==> config.mk <==
export PLATFORM = sky130hd
export DESIGN_NAME = sync_fifo_core
export DESIGN_NICKNAME = d
export VERILOG_FILES = /design/src/rtl/sync_fifo_core.sv
export SDC_FILE = /design/constraint.sdc
export NUM_CORES = 1
export LEC_CHECK = 0
export CORE_MARGIN = 2
export CORE_UTILIZATION = 50
export CTS_CLUSTER_DIAMETER = 60
export DETAILED_ROUTE_END_ITERATION = 8
export GPL_ROUTABILITY_DRIVEN = 0
export HOLD_SLACK_MARGIN = 0.08
export PLACE_DENSITY = 0.68
export RECOVER_POWER = 25
export SYNTH_ARGS = -nofsm -noshare
export SYNTH_HDL_FRONTEND = slang
export SYNTH_SLANG_ARGS = --single-unit
==> constraint.sdc <==
create_clock -name clk -period 4 [get_ports clk]
set_clock_uncertainty 0.1 [all_clocks]
set_input_delay 1.2 -clock clk [delete_from_list [all_inputs] [get_ports clk]]
set_output_delay 1.2 -clock clk [all_outputs]
set_load 0.1 [all_outputs]
==> src/rtl/sync_fifo_core.sv <==
// ============================================================================
// sync_fifo_core : single-clock FIFO with occupancy, almost flags, ovf/udf
// Rev 1.0
// ============================================================================
`default_nettype none

module sync_fifo_core #(
  parameter int DATA_W   = 8,
  parameter int DEPTH    = 16,
  parameter int AF_LEVEL = 12,
  parameter int AE_LEVEL = 4
) (
  input  logic              clk,
  input  logic              reset,
  input  logic [DATA_W-1:0] i_wrdata,
  input  logic              i_wren,
  input  logic              i_rden,
  output logic [DATA_W-1:0] o_rddata,
  output logic              o_full,
  output logic              o_empty,
  output logic              o_alm_full,
  output logic              o_alm_empty,
  output logic [$clog2(DEPTH):0] o_count,
  output logic              o_ovf,
  output logic              o_udf
);

  localparam int ADDR_W = $clog2(DEPTH);
  localparam int CNT_W  = ADDR_W + 1;
  localparam logic [CNT_W-1:0] FULL_CNT = CNT_W'(DEPTH);
  localparam logic [CNT_W-1:0] AF_CNT   = CNT_W'(AF_LEVEL);
  localparam logic [CNT_W-1:0] AE_CNT   = CNT_W'(AE_LEVEL);

  logic [DATA_W-1:0] mem_q [DEPTH];

  logic [ADDR_W-1:0] wptr_q, wptr_d;
  logic [ADDR_W-1:0] rptr_q, rptr_d;
  logic [CNT_W-1:0]  count_q, count_d;
  logic [DATA_W-1:0] rddata_q, rddata_d;
  logic              ovf_q, ovf_d;
  logic              udf_q, udf_d;
  logic              wr_ok, rd_ok;

  // Flags come straight from the registered count so they track o_count.
  assign o_full      = (count_q == FULL_CNT);
  assign o_empty     = (count_q == '0);
  assign o_alm_full  = (count_q >= AF_CNT);
  assign o_alm_empty = (count_q <= AE_CNT);
  assign o_count     = count_q;
  assign o_rddata    = rddata_q;
  assign o_ovf       = ovf_q;
  assign o_udf       = udf_q;

  always_comb begin
    wr_ok    = i_wren && !o_full;
    rd_ok    = i_rden && !o_empty;
    wptr_d   = wptr_q;
    rptr_d   = rptr_q;
    count_d  = count_q;
    rddata_d = rddata_q;
    ovf_d    = i_wren && o_full;
    udf_d    = i_rden && o_empty;

    if (wr_ok) begin
      wptr_d = wptr_q + ADDR_W'(1);
    end
    if (rd_ok) begin
      rptr_d   = rptr_q + ADDR_W'(1);
      rddata_d = mem_q[rptr_q];
    end

    case ({wr_ok, rd_ok})
      2'b10:   count_d = count_q + CNT_W'(1);
      2'b01:   count_d = count_q - CNT_W'(1);
      default: count_d = count_q;
    endcase
  end

  always_ff @(posedge clk) begin
    if (reset) begin
      wptr_q   <= '0;
      rptr_q   <= '0;
      count_q  <= '0;
      rddata_q <= '0;
      ovf_q    <= 1'b0;
      udf_q    <= 1'b0;
    end else begin
      wptr_q   <= wptr_d;
      rptr_q   <= rptr_d;
      count_q  <= count_d;
      rddata_q <= rddata_d;
      ovf_q    <= ovf_d;
      udf_q    <= udf_d;
    end
  end

  // Storage is deliberately not reset; pointers alone define valid contents.
  always_ff @(posedge clk) begin
    if (!reset && wr_ok) begin
      mem_q[wptr_q] <= i_wrdata;
    end
  end

endmodule

`default_nettype wire

**Yosys cells after proc, flatten, opt, wreduce, memory -nomap -nowiden**

Memory sizes are Yosys's and may differ from the RTL's. A register that Yosys moved wholly into a read port is not among the register bits.
Cells that the tools add are included.

- Add/sub/neg operators: 4
- Reductions and logical operators: 10
- Mux-type cells: 3
- Magnitude comparators: 2
- Equality and inequality tests: 3

Operator list:

| cell | number |
|---|---|
| 5-bit case mux with 2 select lines | 1 |
| 4-bit by 1-bit adder with 4-bit output (second input constant) | 2 |
| 5-bit by 1-bit adder with 5-bit output (second input constant) | 1 |
| 5-bit equality test (second input constant) | 1 |
| 5-bit by 4-bit >= comparator with 1-bit output (second input constant) | 1 |
| 5-bit by 3-bit <= comparator with 1-bit output (second input constant) | 1 |
| 1-bit logical AND | 5 |
| 5-bit logical NOT | 1 |
| 5-bit by 1-bit subtractor with 5-bit output (second input constant) | 1 |
| 1-bit logical NOT | 3 |
| 2-bit by 1-bit equality test with 1-bit output (second input constant) | 1 |
| 2-bit equality test (second input constant) | 1 |
| 1-bit two-way mux | 2 |
| 2-bit nonzero test | 1 |

- Input port bits: 12
- Memories: 1
- Register bits: 15
- Bits in writable memories: 128
- Word-level logic and storage cells: 28
- Output and inout port bits: 19

Memory list:

| memory | words | width | read ports | clocked after memory_dff | wr ports | RTL line | RTL |
|---|---|---|---|---|---|---|---|
| mem_q | 16 | 8 | 1 | 1 | 1 | 34 | `logic [DATA_W-1:0] mem_q [DEPTH];` |

**Depth between registers and ports, before layout**

- Depth after elaboration: 6
- Gate-level depth with buffers: 11
- Gate-level depth less buffers: 9

**Worst setup path before layout**

OpenSTA, ideal clock, no wires.

- Kind: register -> output
- Start: register count_q[4] (netlist: o_count[4])
- End: output o_alm_empty
- Buffers on the path: 1
- Cell stages (with the launch flop): 3
- Data required time: 2.700 ns
- Path slack: -0.390 ns
- Arrival time: 3.090 ns
- Cell sequence: dfxtp_1 -> clkbuf_1 -> nor3_1

- Cells in the longest elaborated chain, start to end: 1

RTL lines:

| what | RTL line | RTL |
|---|---|---|
| start: declaration | 38 | `logic [CNT_W-1:0] count_q, count_d;` |
| start signal: assignment | 90 | `count_q <= count_d;` |
| 5-bit by 3-bit <= comparator with 1-bit output | 48 | `assign o_alm_empty = (count_q <= AE_CNT);` |
| end: declaration | 22 | `output logic o_alm_empty,` |

Every way passes these cells.

**Worst setup path after layout**

- Start: input i_wren
- End: register count_q[4] (netlist: o_count[4])

- Cells in the longest elaborated chain, start to end: 3
- Elaborated cells between the ends (all ways): 5
- Those cells by class: eq/ne: 2; mux: 1; reduce/logical: 2

RTL lines:

| what | RTL line | RTL |
|---|---|---|
| start: declaration | 16 | `input logic i_wren,` |
| 1-bit logical AND (*) | 55 | `wr_ok = i_wren && !o_full;` |
| 2-bit by 1-bit equality test with 1-bit output / 2-bit equality test (equally long branches) | 72 | `case ({wr_ok, rd_ok})` |
| 5-bit case mux with 2 select lines / 2-bit nonzero test (equally long branches) | - |  |

Every way passes the cells marked *; elsewhere a longest branch is shown, timed or not.
A chain may end at the register's enable or synchronous reset.

==> impl_summary.txt <==
----------------------------------------------------
[Outcome]
  Outcome ... finished, final reports clean

[Place]
  Half-perimeter wire length of the detailed placement result ... 7.719 mm
  Inst Count DP ... 548
  Place WS ... 0.1153 ns
  IO buf count ... 30

[Global route]
  Total overflow reported by the global router ... 0
  Number of global-route vias before repair ... 3296
  Maximum number of pins on one net before global-route repair ... 32
  Number of antenna violations at the first check in global routing ... 0
  First-pass GRT wire length ... 18.53 mm
  Global router's overall resource usage ... 20.02%

[Cells and area]
  Count of non-filler cells in the finished layout ... 580
  Fillcell total ... 907
  # diodes ... 0
  Share of layout cells above drive strength 1 ... 21.02%
  Post-synthesis to final-layout area growth ... 16.53%
  Net count of the finished layout ... 442

[Pwr]
  Tot Pwr ... 0.004815 W
  Static power due to leakage ... 2.345 nW
  Worst vdd rail ir drop ... 0.0005805 V
  Power density normalized to cell area ... 682.4 mW/mm^2

[Floorplan]
  Chip height ... 114.0 um
  Num ports ... 31
  Die area ... 0.01301 sq mm
  Starting utilization of the core area ... 50.83%
  Core region area ... 0.01191 sq mm
  Number of placement rows ... 40
  Floorplan die width ... 114.0 um

[Clock tree]
  Clock slew at reported path FFs ... 0.05 ns
  Clock network latency to the later pin of the worst-skew pair ... 0.42 ns
  Maximum clock path buffer count ... 2
  Clock root cell ... sky130_fd_sc_hd__clkbuf_16
  Total clock sinks ... 151
  TritonCTS clock tree ... done
  CTS Hold Bufs ... 0
  H-tree levels ... 4
  CTS Buf Count ... 17
  Number of buffers inserted to repair setup after CTS ... 0
  Resized cells post-CTS ... 0

[Timing]
  Setup violation total in the final timing report ... 0
  Worst slew pin tran ... 1.110 ns
  Max Clock Freq ... 288.3 MHz
  Slew Limit Headroom ... 25.98%
  Total negative setup slack ... 0 ns
  RSZ-0062 raised after global routing ... false
  Clock period minus final worst setup slack ... 3.469 ns
  Setup slack after layout ... 0.5315 ns
  Total count of hold-check failures in the final report ... 0
  Final critical-path share of the clock period ... 86.71%
  Worst hold margin ... 0.3937 ns
  Max Transition Viols Final ... 0

[Synth]
  Syn Nets ... 393
  Fraction of the yosys area taken by sequential cells ... 71.09%
  Count of yosys warnings during synthesis ... 0
  Flip-flop and latch count after synthesis ... 151
  Avg Inst Size Synth ... 16.32 sq um
  Count of mapped cells out of synthesis ... 371
  Post-synth design cell area ... 0.006055 sq mm
  Count of distinct cell types in the synthesized netlist ... 39

[Detailed routing]
  Drt first-iter violations ... 311
  DRC violations left ... 0
  TritonRoute pass-1 iters ... 5
  Number of vias in the routed layout ... 3325
  Final wirelength ... 12.03 mm
  Final routed wire length divided by cell count ... 20.73 um
  Routed vias/inst ... 5.733
  Antenna violation net count after detailed routing ... 0

[Setup path]
  Data arrival time of the critical path ... 3.67 ns
  CP peak stage delay ... 0.48 ns
  CP max FO ... 6
  WS Path Type ... in -> reg
  Worst setup SP type ... input port
  Cell with the largest stage delay on the worst path ... sky130_fd_sc_hd__clkdlybuf4s50_1
  Nature of the critical path endpoint ... register
  Critical path data required time ... 4.20 ns
  Cell chain of the critical path ... clkdlybuf4s50_1, inv_1, a21oi_1, inv_1, ha_1, fa_1, a21o_1, a21oi_1, mux2i_1, mux2_2

[Flow run]
  Max-capacitance violation count ... 0

[Min path]
  Classification of the worst-slack hold path ... reg -> reg

----------------------------------------------------
## state kept, by name, indices dropped and copies added, names as in the netlist
register  count
o_rddata      8
o_udf         1
wptr_q        4
o_ovf         1
rptr_q        4
mem_q       128
o_count       5
## cell usage in the layout (no fill, tap or decap), types with 10 or more instances in the layout
master and n:
sky130_fd_sc_hd__nor2_1 26, sky130_fd_sc_hd__nor3_1 13, sky130_fd_sc_hd__nand2_1 10, sky130_fd_sc_hd__mux2i_1 35, sky130_fd_sc_hd__o22ai_1 16, sky130_fd_sc_hd__mux4_2 16
sky130_fd_sc_hd__dfxtp_1 22, sky130_fd_sc_hd__edfxtp_1 128, sky130_fd_sc_hd__buf_4 37, sky130_fd_sc_hd__clkbuf_16 17
## where the power goes
group	internal [W]	switching [W]	total, W
clock network	0.000774	0.000569	0.00134
registers	0.00180	0.0000980	0.00190
logic	0.000440	0.00113	0.00157
## synthesized netlist by cell type (all sizes together)
cell / number / area [sq um]
a211oi: 2 / 15.01
a21o: 2 / 15.01
a21oi: 5 / 25.02
a22o: 8 / 70.07
and3: 1 / 6.260
buf: 14 / 76.31
clkbuf: 7 / 26.28
dfxtp: 23 / 460.4
edfxtp: 128 / 3844
fa: 1 / 20.02
ha: 9 / 112.6
inv: 7 / 26.27
mux2: 1 / 11.26
mux2i: 35 / 350.3
mux4: 16 / 360.4
nand2: 10 / 37.54
nand2b: 2 / 12.51
nand3: 2 / 10.01
nand3b: 2 / 15.01
nor2: 35 / 151.4
nor2b: 3 / 18.77
nor3: 14 / 70.07
nor4: 9 / 56.30
nor4b: 1 / 8.760
o211ai: 3 / 22.52
o21a: 1 / 7.510
o21ai: 1 / 16.27
o22ai: 16 / 100.1
o31ai: 1 / 7.510
or3: 1 / 6.260
or3b: 1 / 8.760
or4: 1 / 7.510
xnor2: 4 / 35.03
xor2: 5 / 43.79
## worst max-delay path: cells and delay by family
family / cells / cell delay, ns
AOI/OAI and AO/OA: 3 / 0.56
adders and majority gates: 2 / 0.71
buffers and inverters: 3 / 0.64
muxes: 2 / 0.55
## cells by family after synthesis
kind of cell / after synthesis / share of synthesized area, %
AOI/OAI and AO/OA: 39 / 4.608
muxes: 52 / 11.92
and+or+nand+nor: 82 / 6.758
adders and majority gates: 10 / 2.191
xor gates and xnor gates: 9 / 1.302
buffers and inverters: 28 / 2.128
DFF: 151 / 71.09
## layer usage
layer | up-vias | global-route usage [%] | share of wire, %
li1 | 1541 | - | -
met1 | 1692 | 26.72 | 43
met2 | 78 | 31.87 | 51
met3 | 14 | 4.251 | 4.8
met4 | 0 | 9.187 | 1.3
met5 | - | 0 | 0
## final cells by class
class	count	area, sq um	share of cell area, %
clock inverter	12	62.56	0.8867
tap	147	183.9	2.607
multi-input combinational	192	1629	23.09
clock buffer	20	436.7	6.189
sequential	151	4305	61.02
inverter	7	26.28	0.3724
timing repair buffer	51	411.6	5.834
## stage by stage
| stage | cell area, sq um | util [%] |
|---|---|---|
| global route | 7056 | 59.23 |
| global placement | 6560 | 55.07 |
| finish | 7056 | 59.23 |
| CTS | 7059 | 59.26 |
| detailed placement | 6560 | 55.07 |
| floorplan | 6062 | - |
## final timing paths
path | from | to | slack [ns] | depth (start not counted)
worst max-delay path | i_wren | o_count[4] | 0.53 | 10
worst min-delay path | o_rddata[2] | o_rddata[2] | 0.39 | 2
worst min register to register | o_rddata[2] | o_rddata[2] | 0.39 | 2
worst max register to register | o_count[0] | o_count[4] | 0.67 | 9
No activity file was read; power rests on OpenSTA's default activity.
==> RTL change 1 (same settings) <==
Register the output `o_count` once more, cleared by the reset; this adds one clock of latency there. The other outputs are not delayed to match. Comments in the files are not updated.
--- a/src/rtl/sync_fifo_core.sv
+++ b/src/rtl/sync_fifo_core.sv
@@ -46,7 +46,13 @@
   assign o_empty     = (count_q == '0);
   assign o_alm_full  = (count_q >= AF_CNT);
   assign o_alm_empty = (count_q <= AE_CNT);
-  assign o_count     = count_q;
+  always_ff @(posedge clk) begin
+    if (reset) begin
+      o_count <= '0;
+    end else begin
+      o_count <= count_q;
+    end
+  end
   assign o_rddata    = rddata_q;
   assign o_ovf       = ovf_q;
   assign o_udf       = udf_q;
Behaviour: not the same (a bounded check fails within 4 cycles, from zero or initial values and one cycle with reset high).
==> RTL change 1 against the original RTL <==
Largest power group unchanged. First-iteration DRC count fell by 18%. Largest cell class unchanged. Routed wire length rose by 3.3%. Design area rose by 2.9%. Worst hold slack improved by 0.033 ns. Non-clock buffer count rose by 1. Area after synthesis rose by 2.1%. Critical endpoint is now count_q[4]. Clock power rose by 11%. Sequential cell count rose by 5. Power rose by 5.1%. Setup slack got worse by 0.015 ns. Sequential share of layout area fell by 0.37 points.
==> RTL change 1: results (changes against the original RTL) <==
The count of multi-input gates is 195 (+1.6%), and the post-synthesis xor/xnor area fraction is 1.28% (-0.026 points). The logs give 19.5 mm (+5.4%) for the first-pass GRT wire length and 28.9% (+2.2 points) for the met1 global-route usage. The post-synthesis adder-cell area fraction is 2.15% (-0.044 points), and the routed length on met1 is 5.51 mm (+7.6%). The tools report the total of clock buffers placed in the layout as 25 (+25%). The combined flip-flop and latch cell area is 0.00441 mm^2 (+2.3%).

The normalized max-slew margin was 5.16% (-21 points). The run gives 3383 (+1.7%) as the total vias in the final route. The startpoint identified for the worst hold timing path is o_rddata[0]. The number of iterations in the first detailed-routing pass was 4 (-1). The worst hold margin is 0.426 ns (+0.0327 ns). The run gives 1.80 mW (+0.11%) as the reported net switching power. The capture point of the critical path was count_q[4]. The fraction of area in non-clock buffers works out to 5.94% (+0.11 points). Flip-flop and latch count after synthesis: 156 (+3.3%). The sequential share of the synthesized area is 71.3% (+0.18 points).

The logs give 2.40 nW (+2.4%) for the standby leakage power and 873 (-3.7%) for the count of filler cells inserted in the layout. The fraction of layout instances using a drive strength above 1 was 18.1% (-2.9 points); the met2 capacity usage during global routing was 31.2% (-0.65 points). The tools report the endpoint with the worst hold slack as o_rddata[0]. The commonest cells after synthesis are 128 x sky130_fd_sc_hd__edfxtp_1, 44 x sky130_fd_sc_hd__nor2_1, 36 x sky130_fd_sc_hd__mux2i_1, 28 x sky130_fd_sc_hd__dfxtp_1. Detailed-routed wire length on met3: 844 um (+45%).

The number of buffers outside the clock class in the layout was 52 (+2.0%); the gate count of the mapped netlist was 378 (+1.9%). The tools report the detailed placer's ending HPWL as 7.79 mm (+0.88%). The number of different library cells in the post-synthesis netlist is 38 (-2.6%). The worst register-to-register path begins at count_q[0].

The flow ran to the end, and the final reports show no timing, DRC or antenna violations. The tools report the post-layout net count as 450 (+1.8%). The aggregate routed wire length was 12.4 mm (+3.3%); the count of routing violations after the opening detailed-route iteration was 256 (-18%).

The post-synthesis compound-gate area fraction is 5.32% (+0.72 points). The share of the final layout cell area in multi-input gates is 22.6% (-0.49 points). The run gives 577 (+5.3%) as the number of placed instances with taps included.

The mux cell area share after synthesis was 11.8% (-0.079 points). After synthesis, the cell types taking the most area are sky130_fd_sc_hd__edfxtp_1 62%, sky130_fd_sc_hd__dfxtp_1 9.1%, sky130_fd_sc_hd__mux2i_1 5.8%.
==> RTL change 1: cell count changes after synthesis, moves of 2 or more <==
cell	unedited run	this run
sky130_fd_sc_hd__a22o_1	8	0
sky130_fd_sc_hd__a22oi_1	0	8
sky130_fd_sc_hd__a311oi_1	0	8
sky130_fd_sc_hd__buf_1	4	2
sky130_fd_sc_hd__dfxtp_1	23	28
sky130_fd_sc_hd__nand2_1	10	8
sky130_fd_sc_hd__nor2_1	27	44
sky130_fd_sc_hd__nor2_2	8	0
sky130_fd_sc_hd__nor2b_1	3	7
sky130_fd_sc_hd__nor3_1	14	6
sky130_fd_sc_hd__nor4_1	9	0
==> RTL change 1: stage by stage <==
step                total power, mW  worst slack (ns)  area (um^2)
floorplan                      3.25            0.0942         6180
global placement               3.57             0.237         6720
detailed placement             3.60             0.193         6720
CTS                            5.10             0.538         7270
global route                   5.27             0.409         7260
finish                         5.06             0.517         7260
==> RTL change 2 (same settings) <==
Made on the original files. Set the parameter `DATA_W` to 9 (it was 8).
--- a/src/rtl/sync_fifo_core.sv
+++ b/src/rtl/sync_fifo_core.sv
@@ -5,7 +5,7 @@
 `default_nettype none
 
 module sync_fifo_core #(
-  parameter int DATA_W   = 8,
+  parameter int DATA_W   = 9,
   parameter int DEPTH    = 16,
   parameter int AF_LEVEL = 12,
   parameter int AE_LEVEL = 4
Ports: changed (resized i_wrdata and o_rddata); port bits go from 31 to 33. The function was not compared with the original's and may differ.
==> RTL change 2 against the original RTL <==
Design area rose by 11%. Routed wire length rose by 9.8%. Area after synthesis rose by 11%. Cell count rose by 10%. Power rose by 10%. Die area rose by 10%. Global-route usage fell by 0.45 points. Sequential cell count rose by 17. Clock power rose by 16%. Setup slack improved by 0.063 ns. Highest routed layer unchanged.
==> RTL change 2: results (changes against the original RTL) <==
The number of placed instances with taps included was 609 (+11%). The count of routing violations after the opening detailed-route iteration was 288 (-7.4%); the fraction of layout instances using a drive strength above 1 was 17.0% (-4.0 points). The number of synthesized flops with an enable pin is 144 (+13%), and the pin count of the biggest net entering global routing is 31 (-3.1%). The number of flip-flops under the largest register name is 144 (+13%), and the measured slew at the worst slew-check pin is 1.22 ns (+0.114 ns). The post-cts resize count was 0 (unchanged); the standby leakage power was 2.58 nW (+10%). The first-pass GRT wire length came out at 20.1 mm (+8.6%).

The count of filler cells inserted in the layout came out at 1004 (+11%). The tools report the maximum vdd ir drop as 0.000448 V (-23%). The total of buffers placed on input and output ports is 32 (+6.7%), and the setup slack after placement is 0.147 ns (+0.0322 ns). The run finished with clean final reports. The via count of the first global-routing pass came out at 3552 (+7.8%). For the data arrival time of the critical path, the log shows 3.61 ns (-0.06 ns).

The aggregate routed wire length was 13.2 mm (+9.8%). After synthesis, the cell types taking the most area are sky130_fd_sc_hd__edfxtp_1 64%, sky130_fd_sc_hd__dfxtp_1 7.2%, sky130_fd_sc_hd__mux2i_1 5.8%. The tools report the sequential share of the synthesized area as 71.6% (+0.55 points). The final standard cell count with taps included and fillers excluded is 640 (+10%). The path class of the tightest hold or removal check is flip-flop to flip-flop. The initial antenna violation count was 0 (unchanged); the number of iterations in the first detailed-routing pass was 4 (-1). The run gives 8.19 mm (+6.1%) as the detailed placer's ending HPWL. The commonest cells after synthesis are 144 x sky130_fd_sc_hd__edfxtp_1, 39 x sky130_fd_sc_hd__mux2i_1, 36 x sky130_fd_sc_hd__nor2_1, 24 x sky130_fd_sc_hd__dfxtp_1, 18 x sky130_fd_sc_hd__o22ai_1. The tools report the post-layout net count as 475 (+7.5%).

The area after detailed placement is 0.00725 mm^2 (+11%), and the average cell area after synthesis is 16.6 um^2 (+1.7%). For the number of nets in the synthesized netlist, the log shows 427 (+8.7%). The via density per instance came out at 5.58 (-2.7%).
-- RTL change 2: cell count changes in the layout (fill, tap and decap cells not counted), moves of 3 or more --
cell / unedited run / this run
sky130_fd_sc_hd__buf_4: 37 / 34
sky130_fd_sc_hd__bufinv_16: 0 / 3
sky130_fd_sc_hd__clkdlybuf4s50_1: 6 / 11
sky130_fd_sc_hd__edfxtp_1: 128 / 144
sky130_fd_sc_hd__mux2i_1: 35 / 39
sky130_fd_sc_hd__mux4_1: 0 / 4
sky130_fd_sc_hd__nor2_1: 26 / 35
sky130_fd_sc_hd__nor2_2: 9 / 1
-- RTL change 2: layout make-up --
class	instances	share of cell area [%]
timing repair buffer	54	5.87
tap	176	2.82
clock buffer	19	5.54
multi-input combinational	204	22.2
sequential	168	61.5
clock inverter	12	1.71
inverter	7	0.336
-- RTL change 2: cell families (layout without fill, tap and decap cells) --
group                      after synthesis  count (layout)  share of synthesized area, %
muxes                                   58              58                          12.3
adders and majority gates               10              10                          1.98
xor gates and xnor gates                 9               9                          1.18
and+or+nand+nor                         85              85                          6.03
buffers and inverters                   32              92                          2.56
AOI/OAI and AO/OA                       42              42                          4.37
DFF                                    168             168                          71.6
-- RTL change 2: tightest hold or removal path, cell delays in order, from the launching register on --
cell	delay, ns
sky130_fd_sc_hd__dfxtp_1	0.31
sky130_fd_sc_hd__nor2_1	0.10
sky130_fd_sc_hd__nor3_1	0.05
-- RTL change 2: path summary, 6_finish.rpt --
path	cells after the start	slack (ns)	to	startpoint
setup / recovery	10	0.59	o_count[4]	i_wren
hold reg to reg	2	0.40	o_rddata[5]	o_rddata[5]
hold / removal	2	0.40	o_rddata[5]	o_rddata[5]
setup reg to reg	9	0.82	o_count[4]	o_count[0]
-- RTL change 2: stage by stage --
step,power (mW),util (%)
CTS,5.35,59.3
detailed placement,3.80,55.0
global placement,3.77,55.0
floorplan,3.45,-
global route,5.52,59.3
finish,5.31,59.3
-- RTL change 2: where the power goes --
group / total [mW] / leakage (nW) / internal (mW) / switching, mW
Sequential: 2.10 / 1.49 / 2.01 / 0.0974
Combinational: 1.65 / 0.819 / 0.463 / 1.18
Clock: 1.56 / 0.270 / 0.963 / 0.593
-- RTL change 2: per-layer routing --
metal  wire length [um]  vias up  GRT usage (%)
li1                   -     1667              -
met1               5850     1801           27.6
met3                754        8           5.13
met2               6470       93           30.4
met4                131        0           5.66
met5                  0        -              0
